==> src/rtl/systolic_skew_feeder_pkg.sv <==
// Shared definitions for the systolic skew feeder: default geometry, counter
// width and the controller state encoding.
package systolic_skew_feeder_pkg;

  localparam int LANES_DEF = 4;
  localparam int DW_DEF    = 32;
  localparam int CNT_W     = 8;

  typedef enum logic [2:0] {
    IDLE,
    LOAD_W,
    SWITCH,
    STREAM,
    DRAIN
  } state_e;

endpackage

==> src/rtl/systolic_skew_feeder_skew.sv <==
// skew_lane: DEPTH-stage shift register that delays one activation lane.
// Every stage clears on reset so only zero bubbles can ever leave the pipe.
module skew_lane
  import systolic_skew_feeder_pkg::*;
#(
  parameter int DEPTH = 1,
  parameter int DW    = DW_DEF
) (
  input  logic          clk,
  input  logic          rst,
  input  logic [DW-1:0] din,
  output logic [DW-1:0] dout
);

  logic [DW-1:0] pipe_q [DEPTH];
  logic [DW-1:0] pipe_d [DEPTH];

  // NOTE: every output of a combinational block is assigned on every path, so no latch is inferred.
  always_comb begin
    pipe_d[0] = din;
    for (int i = 1; i < DEPTH; i++) begin
      pipe_d[i] = pipe_q[i-1];
    end
  end

  // NOTE: the delay stages are reset on purpose; stale data would leak onto the array after an abort.
  // NOTE: state is written with non-blocking assignments so all stages shift on the same edge.
  always_ff @(posedge clk) begin
    if (rst) begin
      for (int i = 0; i < DEPTH; i++) begin
        pipe_q[i] <= '0;
      end
    end else begin
      pipe_q <= pipe_d;
    end
  end

  assign dout = pipe_q[DEPTH-1];

endmodule

==> src/rtl/systolic_skew_feeder.sv <==
// Feeds a LANES x LANES systolic array: loads one weight row per beat onto
// b_out, pulses the weight switch, then streams activations skewed by lane.
module systolic_skew_feeder
  import systolic_skew_feeder_pkg::*;
#(
  parameter int LANES = LANES_DEF,
  parameter int DW    = DW_DEF
) (
  input  logic                clk,
  input  logic                rst,
  input  logic                start,
  input  logic [CNT_W-1:0]    num_vec,
  input  logic                w_valid,
  output logic                w_ready,
  input  logic [LANES*DW-1:0] w_data,
  input  logic                x_valid,
  output logic                x_ready,
  input  logic [LANES*DW-1:0] x_data,
  output logic [LANES*DW-1:0] a_out,
  output logic [LANES*DW-1:0] b_out,
  output logic                sw_out,
  output logic                busy,
  output logic                done
);

  localparam logic [CNT_W-1:0] LAST_LANE = CNT_W'(LANES - 1);

  state_e               state_q, state_d;
  logic [CNT_W-1:0]     num_vec_q, num_vec_d;
  logic [CNT_W-1:0]     cnt_q, cnt_d;
  logic [LANES*DW-1:0]  b_q, b_d;
  logic                 w_ready_q, w_ready_d;
  logic                 x_ready_q, x_ready_d;
  logic                 sw_q, sw_d;
  logic                 busy_q, busy_d;
  logic                 done_q, done_d;
  logic                 w_acc, x_acc;
  logic [LANES*DW-1:0]  inject;

  assign w_acc = w_valid && w_ready_q;
  assign x_acc = x_valid && x_ready_q;

  // Cycles without an accepted vector push zeros, which the array treats as bubbles.
  assign inject = x_acc ? x_data : '0;

  // cnt_q counts weight beats in LOAD_W, vectors in STREAM and cycles in DRAIN.
  always_comb begin
    state_d   = state_q;
    num_vec_d = num_vec_q;
    cnt_d     = cnt_q;
    b_d       = b_q;
    done_d    = 1'b0;

    unique case (state_q)
      IDLE: begin
        if (start) begin
          state_d   = LOAD_W;
          num_vec_d = num_vec;
          cnt_d     = '0;
        end
      end
      LOAD_W: begin
        if (w_acc) begin
          b_d = w_data;
          if (cnt_q == LAST_LANE) begin
            state_d = SWITCH;
            cnt_d   = '0;
          end else begin
            cnt_d = cnt_q + 1'b1;
          end
        end
      end
      SWITCH: begin
        state_d = (num_vec_q == '0) ? DRAIN : STREAM;
        cnt_d   = '0;
      end
      STREAM: begin
        if (x_acc) begin
          if (cnt_q + 1'b1 == num_vec_q) begin
            state_d = DRAIN;
            cnt_d   = '0;
          end else begin
            cnt_d = cnt_q + 1'b1;
          end
        end
      end
      DRAIN: begin
        if (cnt_q == LAST_LANE) begin
          state_d = IDLE;
          cnt_d   = '0;
          done_d  = 1'b1;
        end else begin
          cnt_d = cnt_q + 1'b1;
        end
      end
      default: begin
        state_d = IDLE;
        cnt_d   = '0;
      end
    endcase

    // Handshake and status flags are decoded from the next state so they line up with state_q.
    w_ready_d = (state_d == LOAD_W);
    x_ready_d = (state_d == STREAM);
    sw_d      = (state_d == SWITCH);
    busy_d    = (state_d != IDLE);
  end

  always_ff @(posedge clk) begin
    if (rst) begin
      state_q   <= IDLE;
      num_vec_q <= '0;
      cnt_q     <= '0;
      b_q       <= '0;
      w_ready_q <= 1'b0;
      x_ready_q <= 1'b0;
      sw_q      <= 1'b0;
      busy_q    <= 1'b0;
      done_q    <= 1'b0;
    end else begin
      state_q   <= state_d;
      num_vec_q <= num_vec_d;
      cnt_q     <= cnt_d;
      b_q       <= b_d;
      w_ready_q <= w_ready_d;
      x_ready_q <= x_ready_d;
      sw_q      <= sw_d;
      busy_q    <= busy_d;
      done_q    <= done_d;
    end
  end

  for (genvar k = 0; k < LANES; k++) begin : g_lane
    skew_lane #(
      .DEPTH(k + 1),
      .DW   (DW)
    ) u_skew_lane (
      .clk (clk),
      .rst (rst),
      .din (inject[k*DW +: DW]),
      .dout(a_out[k*DW +: DW])
    );
  end

  assign b_out   = b_q;
  assign w_ready = w_ready_q;
  assign x_ready = x_ready_q;
  assign sw_out  = sw_q;
  assign busy    = busy_q;
  assign done    = done_q;

endmodule

==> config.mk <==
export PLATFORM = sky130hd
export DESIGN_NAME = systolic_skew_feeder
export DESIGN_NICKNAME = d
export VERILOG_FILES = /design/src/rtl/systolic_skew_feeder_pkg.sv /design/src/rtl/systolic_skew_feeder_skew.sv /design/src/rtl/systolic_skew_feeder.sv
export SDC_FILE = /design/constraint.sdc
export NUM_CORES = 1
export LEC_CHECK = 0
export ABC_AREA = 0
export BUFFER_PORTS_ARGS = -buffer_cell sky130_fd_sc_hd__buf_2
export CAP_MARGIN = 20
export CORE_AREA = 4 4 205 207
export DETAILED_ROUTE_END_ITERATION = 8
export DIE_AREA = 0 0 209 211
export SLEW_MARGIN = 20
export SYNTH_ARGS = -nofsm -noshare
export SYNTH_HDL_FRONTEND = slang
export SYNTH_SLANG_ARGS = --single-unit
==> constraint.sdc <==
create_clock -name clk -period 2.4 [get_ports clk]
set_clock_uncertainty 0.2 [all_clocks]
set_input_delay 0.12 -clock clk [delete_from_list [all_inputs] [get_ports clk]]
set_output_delay 0.12 -clock clk [all_outputs]
set_load 0.1 [all_outputs]
==> results.py, run 1 <==
metrics = {
    "synth": {
        "ys_async_sr_fraction_pct": 0,
        "postSynthAreaPerCell_um2": 10.11,
        "ys.flop_type": "dfxtp_1",
        "yosys_warnings": 0,
        "synth_seq_cells": 472,
        "netlist_instances": 1406,
        "yosysUniqueCellTypes": 43,
        "syn_nets": 1676,
        "syn_area_um2": 14220,
        "synth_edf_count": 0,
        "ys_seq_area_share_pct": 66.44,
    },
    "floorplanning": {
        "die_h_um": 211,
        "core_area_um2": 40370,
        "fp-row-count": 74,
        "initial_utilization_pct": 35.23,
        "io_pins": 530,
        "dieArea_um2": 44100,
        "die_w_um": 209,
    },
    "cts": {
        "clock-sinks": 472,
        "clk_pin_slew_worst_paths_ps": 60,
        "worstSkewPairLatency_ps": 570,
        "clock_path_buffers": 3,
        "cts-root-buf": "clkbuf_16",
        "cts_tree": "built",
        "htreeDepth": 2,
        "cts_buffers": 49,
    },
    "sta": {
        "min_period_ps": 2287,
        "relSlewSlack_pct": 45.53,
        "worst_pin_slew_ps": 817.1,
        "fmax_mhz": 437.2,
        "finalHoldViolations": 0,
        "slew_violations": 0,
        "setup_slack_ps": 112.7,
        "setup_viol": 0,
        "timing.hold.ws_ps": 79.60,
        "final.period_utilization_pct": 95.30,
    },
    "power_and_ir_drop": {
        "powerDensity_nw_per_um2": 764.4,
        "power_leakage_nw": 9.793,
        "ir_drop_uv": 588.2,
    },
    "critical_path": {
        "path_max_fanout": 6,
        "max_stage_delay_ps": 360,
        "crit_path_start_kind": "flop",
        "startpoint": "cnt_q[1]",
        "path_class": "flop to flop",
        "crit_required_ps": 2630,
        "cp_top_family": "simple AND/OR/NAND/NOR gates",
        "cp-end-kind": "flop",
        "crit_buf_inv": 1,
        "crit_slowest_cell": "dfxtp_1",
        "worstPathCellList": "ha_1 -> nor4b_2 -> and2_1 -> o31ai_1 -> o41ai_4 -> buf_4 -> nor3_1",
        "r2r_start": "cnt_q[1]",
        "cp.arrival_ps": 2510,
    },
    "worst_hold_path": {
        "hold_class": "input pin to flop",
        "min-delay-start": "x_data[83]",
    },
    "grt": {
        "overflow": 0,
        "grt_max_degree": 128,
        "grt_antenna_before_repair": 9,
        "first_global_vias": 12540,
        "grt_pass1_wl_mm": 65.80,
        "track_usage_pct": 18.43,
    },
    "route": {
        "drc": 0,
        "wl_per_cell_um": 15.55,
        "wirelength_mm": 43.22,
        "antenna_left": 0,
        "vias": 12250,
        "drt_iter0_drc": 554,
        "viasPerCell": 4.408,
        "drt-pass1-iter-count": 5,
    },
    "finish": {
        "nFillCells": 3536,
        "drive_above_1_share_pct": 28.55,
        "seqCellArea_um2": 9452,
        "nets": 2472,
        "multi_input_area_um2": 4477,
        "area.growth.synth_to_final_pct": 54.43,
    },
    "placement": {
        "hpwl_mm": 28.13,
        "place.port_buffers": 529,
        "place_ws_ps": 72.88,
        "place.gp.congestion": 0.8755,
    },
    "outcome": {
        "status": "complete, no violations",
    },
    "job": {
        "cap_viol_max_count": 0,
    },
}
-- cells in the mapped netlist, drive strengths merged (2+ instances only) --
library cell,number,area (um^2)
clkbuf,82,307.8
inv,5,18.77
o21ai,8,40.04
nor4,5,31.28
nor3,12,60.06
xnor2,12,105.1
o21bai,2,15.01
nor2b,194,1214
a21o,2,15.01
nand3,7,35.03
or4,2,15.01
nand3b,2,15.01
a21oi,141,705.7
or2,2,12.52
or3,3,18.77
o31ai,2,15.01
nand2,286,1074
buf,3,13.76
nor2,13,48.80
a41o,2,20.02
dfxtp,472,9449
xor2,3,26.28
and2,129,807.0
-- cell type report --
class | count | area share, %
flip-flops and latches | 472 | 43.04
repair buffers | 830 | 26.08
multi-input cells | 844 | 20.39
clock buffers | 70 | 6.353
well taps | 532 | 3.031
clock inverters | 17 | 0.9230
diodes | 9 | 0.1026
inverters | 5 | 0.08546
-- cell usage in the layout (no fill, tap or decap), types with 3 or more instances in the layout --
cell / instances
xnor2_1: 12
dfxtp_1: 470
bufinv_16: 3
nor3_1: 11
o21ai_0: 6
a21oi_1: 141
dlygate4sd3_1: 277
clkbuf_16: 50
buf_2: 528
nor2_1: 12
xor2_1: 3
nand2_1: 286
buf_4: 15
nand3_1: 6
clkinv_2: 9
nor4_1: 4
inv_1: 5
nor2b_1: 194
clkbuf_1: 12
buf_12: 8
diode_2: 9
and2_1: 129
clkbuf_8: 9
-- worst min-delay path, stage by stage --
cell and delay (ps):
dlygate4sd3_1 520, buf_2 90, and2_1 100
-- registers in the layout (all words and copies together) (netlist names) --
signal / flops
g_lane.u_skew_lane.pipe_d: 192
b_out: 128
g_lane.u_skew_lane.dout: 128
cnt_q: 8
num_vec_q: 8
state_q: 3
busy: 1
done: 1
sw_out: 1
w_ready: 1
x_ready: 1
-- what timing repair did --
| action | CTS | global route |
|---|---|---|
| endpoints found under the hold margin | 348 | 0 |
| endpoints found under the setup margin | 0 | 11 |
| hold buffers | 277 | 0 |
| buffers inserted | 0 | 3 |
| gates resized for setup | 0 | 6 |
-- path summary, 6_finish.rpt --
kind | endpoint | slack (ps) | cells past startpoint
setup / recovery | cnt_q[2] | 110 | 7
hold reg to reg | g_lane[3].u_skew_lane.pipe_d[25] | 230 | 1
setup reg to reg | cnt_q[2] | 110 | 7
hold / removal | g_lane[2].u_skew_lane.pipe_d[51] | 80 | 3
-- routing by layer --
| layer | global-route usage [%] | routed length, um |
|---|---|---|
| met1 | 20.66 | 16380 |
| met2 | 32.11 | 21610 |
| met3 | 6.758 | 3788 |
| met4 | 7.111 | 1439 |
| met5 | 0 | 0 |
-- where the power goes --
part	internal, mW	switching (mW)	total, mW
Combinational	0.583	0.782	1.37
Sequential	7.90	0.0379	7.94
Clock	4.39	3.09	7.49
Total	12.9	3.91	16.8
-- cell families after synthesis --
family / after synthesis / synth area share [%]
flip-flops: 472 / 66.44
multiplexers: 1 / 0.07039
AO/OA/AOI/OAI: 166 / 6.326
XOR/XNOR: 15 / 0.9238
buffers and inverters: 90 / 2.393
adder cells (fa/ha/maj): 1 / 0.08797
AND/OR/NAND/NOR: 661 / 23.76
-- per-stage QoR --
step	power (mW)	cells	setup TNS, ps	instance area [um^2]	util [%]
after detailed placement	9.077	2402	0	17490	43.33
after global routing	17.42	2779	-349.5	21960	54.40
final	16.79	2779	0	21960	54.40
after CTS	16.98	2766	0	21860	54.16
after floorplan	8.714	1406	0	14220	-
after global placement	9.073	2402	0	17490	43.33
Power figures use the tool's default switching activity.
==> run 2: changes to the inputs <==
- ABC_AREA: 0 -> unset
- CORE_AREA: 4 4 205 207 -> 3 3 204 206
- DIE_AREA: 0 0 209 211 -> 0 0 207 209
- SLEW_MARGIN: 20 -> 25
==> run 2 against run 1 <==
The flow now finishes with violations (antenna violations). Sequential power about the same. Fmax up 1.2%. Routed wire length up 2.5%. Final cell count up 0.86%. Global-route usage up 1.1 points. Register-to-register slack better by 30 ps. Via count up 2.2%. Total power down 0.34%. Clock power down 0.7%. Clock-buffer cell count down 9. Critical endpoint is now cnt_q[3].
==> results.py, run 2 (synthesis gave the netlist of run 1 again) <==
metrics = {
    "outcome": {
        "status": "finished, violations left",
        "violations": "antenna violations",
    },
    "critical_path": {
        "path_max_fanout": 6,
        "crit_required_ps": 2650,
        "max_stage_delay_ps": 380,
        "crit_path_start_kind": "flop",
        "cp-end-kind": "flop",
        "path_class": "flop to flop",
        "worstPathCellList": "ha_2 -> nor4b_2 -> and2_1 -> o31ai_1 -> o41ai_4 -> buf_4 -> nor3_1",
        "ff2ff_setup_slack_ps": 140,
        "cp.arrival_ps": 2510,
        "crit_slowest_cell": "dfxtp_1",
    },
    "power_and_ir_drop": {
        "powerDensity_nw_per_um2": 752.5,
        "ir_drop_uv": 616.1,
        "power_leakage_nw": 10.00,
    },
    "finish": {
        "final_common_cell": "buf_2",
        "largest_reg_flops": 192,
        "fin_cells": 2803,
        "nets": 2501,
        "area.growth.synth_to_final_pct": 56.32,
        "nFillCells": 3411,
        "post-route-util_pct": 55.82,
        "drive_above_1_share_pct": 28.05,
        "final_cell_mix": "528 x buf_2, 470 x dfxtp_1, 314 x dlygate4sd3_1",
    },
    "route": {
        "drc": 0,
        "wirelength_mm": 44.30,
        "drt-pass1-iter-count": 6,
        "vias": 12520,
        "viasPerCell": 4.465,
        "wl_per_cell_um": 15.80,
        "antenna_left": 1,
        "drt_iter0_drc": 719,
    },
    "grt": {
        "grt_pass1_wl_mm": 68.72,
        "track_usage_pct": 19.56,
        "overflow": 0,
        "first_global_vias": 12720,
        "grt_antenna_before_repair": 5,
        "grt_max_degree": 183,
    },
    "job": {
        "cap_viol_max_count": 0,
    },
    "floorplanning": {
        "io_pins": 530,
        "die_h_um": 209,
        "die_w_um": 207,
        "dieArea_um2": 43260,
        "initial_utilization_pct": 35.71,
        "core_area_um2": 39820,
        "fp-row-count": 73,
    },
    "cts": {
        "clk_pin_slew_worst_paths_ps": 60,
        "worstSkewPairLatency_ps": 570,
        "cts_buffers": 48,
        "clock_path_buffers": 3,
        "cts-root-buf": "clkbuf_16",
        "htreeDepth": 2,
        "clock-sinks": 472,
        "cts_tree": "built",
    },
    "sta": {
        "finalHoldViolations": 0,
        "worst_pin_slew_ps": 834.2,
        "setup_slack_ps": 139.4,
        "min_period_ps": 2261,
        "setup_viol": 0,
        "relSlewSlack_pct": 44.39,
        "fmax_mhz": 442.4,
        "slew_violations": 0,
        "final.period_utilization_pct": 94.19,
        "fin_tns_setup_ps": 0,
    },
    "placement": {
        "hpwl_mm": 28.25,
        "place.gp.congestion": 0.8650,
        "placed_cells": 2390,
        "place_ws_ps": 31.85,
        "place.port_buffers": 529,
    },
    "worst_hold_path": {
        "hold_class": "input pin to flop",
    },
}
[run 2: changes by cell type in the layout (fill, tap and decap cells not counted), moves of 2 or more]
cell | previous run | this run
buf_4 | 15 | 10
buf_12 | 8 | 5
clkinv_4 | 0 | 4
inv_16 | 2 | 0
clkbuf_1 | 12 | 8
clkinv_2 | 9 | 14
diode_2 | 9 | 11
clkbuf_8 | 9 | 4
dlygate4sd3_1 | 277 | 314
[run 2: final timing paths]
check	start	endpoint	depth (start not counted)
setup / recovery	cnt_q[1]	cnt_q[3]	7
hold / removal	x_data[102]	g_lane[3].u_skew_lane.pipe_d[70]	3
setup reg to reg	cnt_q[1]	cnt_q[3]	7
hold reg to reg	g_lane[3].u_skew_lane.pipe_d[11]	g_lane[3].u_skew_lane.dout[11]	1
[run 2: repair_timing]
item | CTS | global route
hold endpoints to repair | 280 | 0
endpoints found under the setup margin | 0 | 14
buffers inserted | 0 | 1
hold buffers | 314 | 0
resized for setup | 0 | 6
[run 2: layout make-up]
class	count	area (um^2)	area share (%)
Antenna cell	11	27.53	0.1238
Clock buffer	61	1311	5.899
Clock inverter	25	279.0	1.255
Inverter	5	18.77	0.08443
Multi-Input combinational cell	844	4471	20.11
Sequential cell	472	9452	42.52
Tap cell	525	656.9	2.955
Timing Repair Buffer	860	6015	27.06
[run 2: where the power goes]
part,switching [mW],leakage [nW],internal [mW],total (mW)
Sequential,0.0427,3.81,7.90,7.94
Clock,3.11,0.788,4.33,7.44
Combinational,0.781,5.41,0.570,1.35
Total,3.94,10.0,12.8,16.7
[run 2: metrics by stage]
step	hold WS [ps]	total power, mW	area [um^2]
6_report	83.90	16.73	22230
3_3_place_gp	120.4	9.063	17410
3_5_place_dp	121.2	9.069	17410
4_1_cts	34.53	16.92	22140
5_1_grt	54.51	17.33	22220
2_1_floorplan	41.71	8.714	14220
[run 2: worst max-delay path, delay by kind of cell, from the launching register on]
kind	cells	cell delay [ps]
DFF	1	380
and+or+nand+nor	3	640
buffers and inverters	1	200
AOI/OAI and AO/OA	2	480
adders and majority gates	1	240
[run 2: layer usage]
layer  track usage, %  share of wire, %  routed length (um)
met1            21.46                38               16760
met2            35.34                51               22730
met3            5.945               7.5                3335
met4            7.772               3.3                1472
met5                0                 0                   0
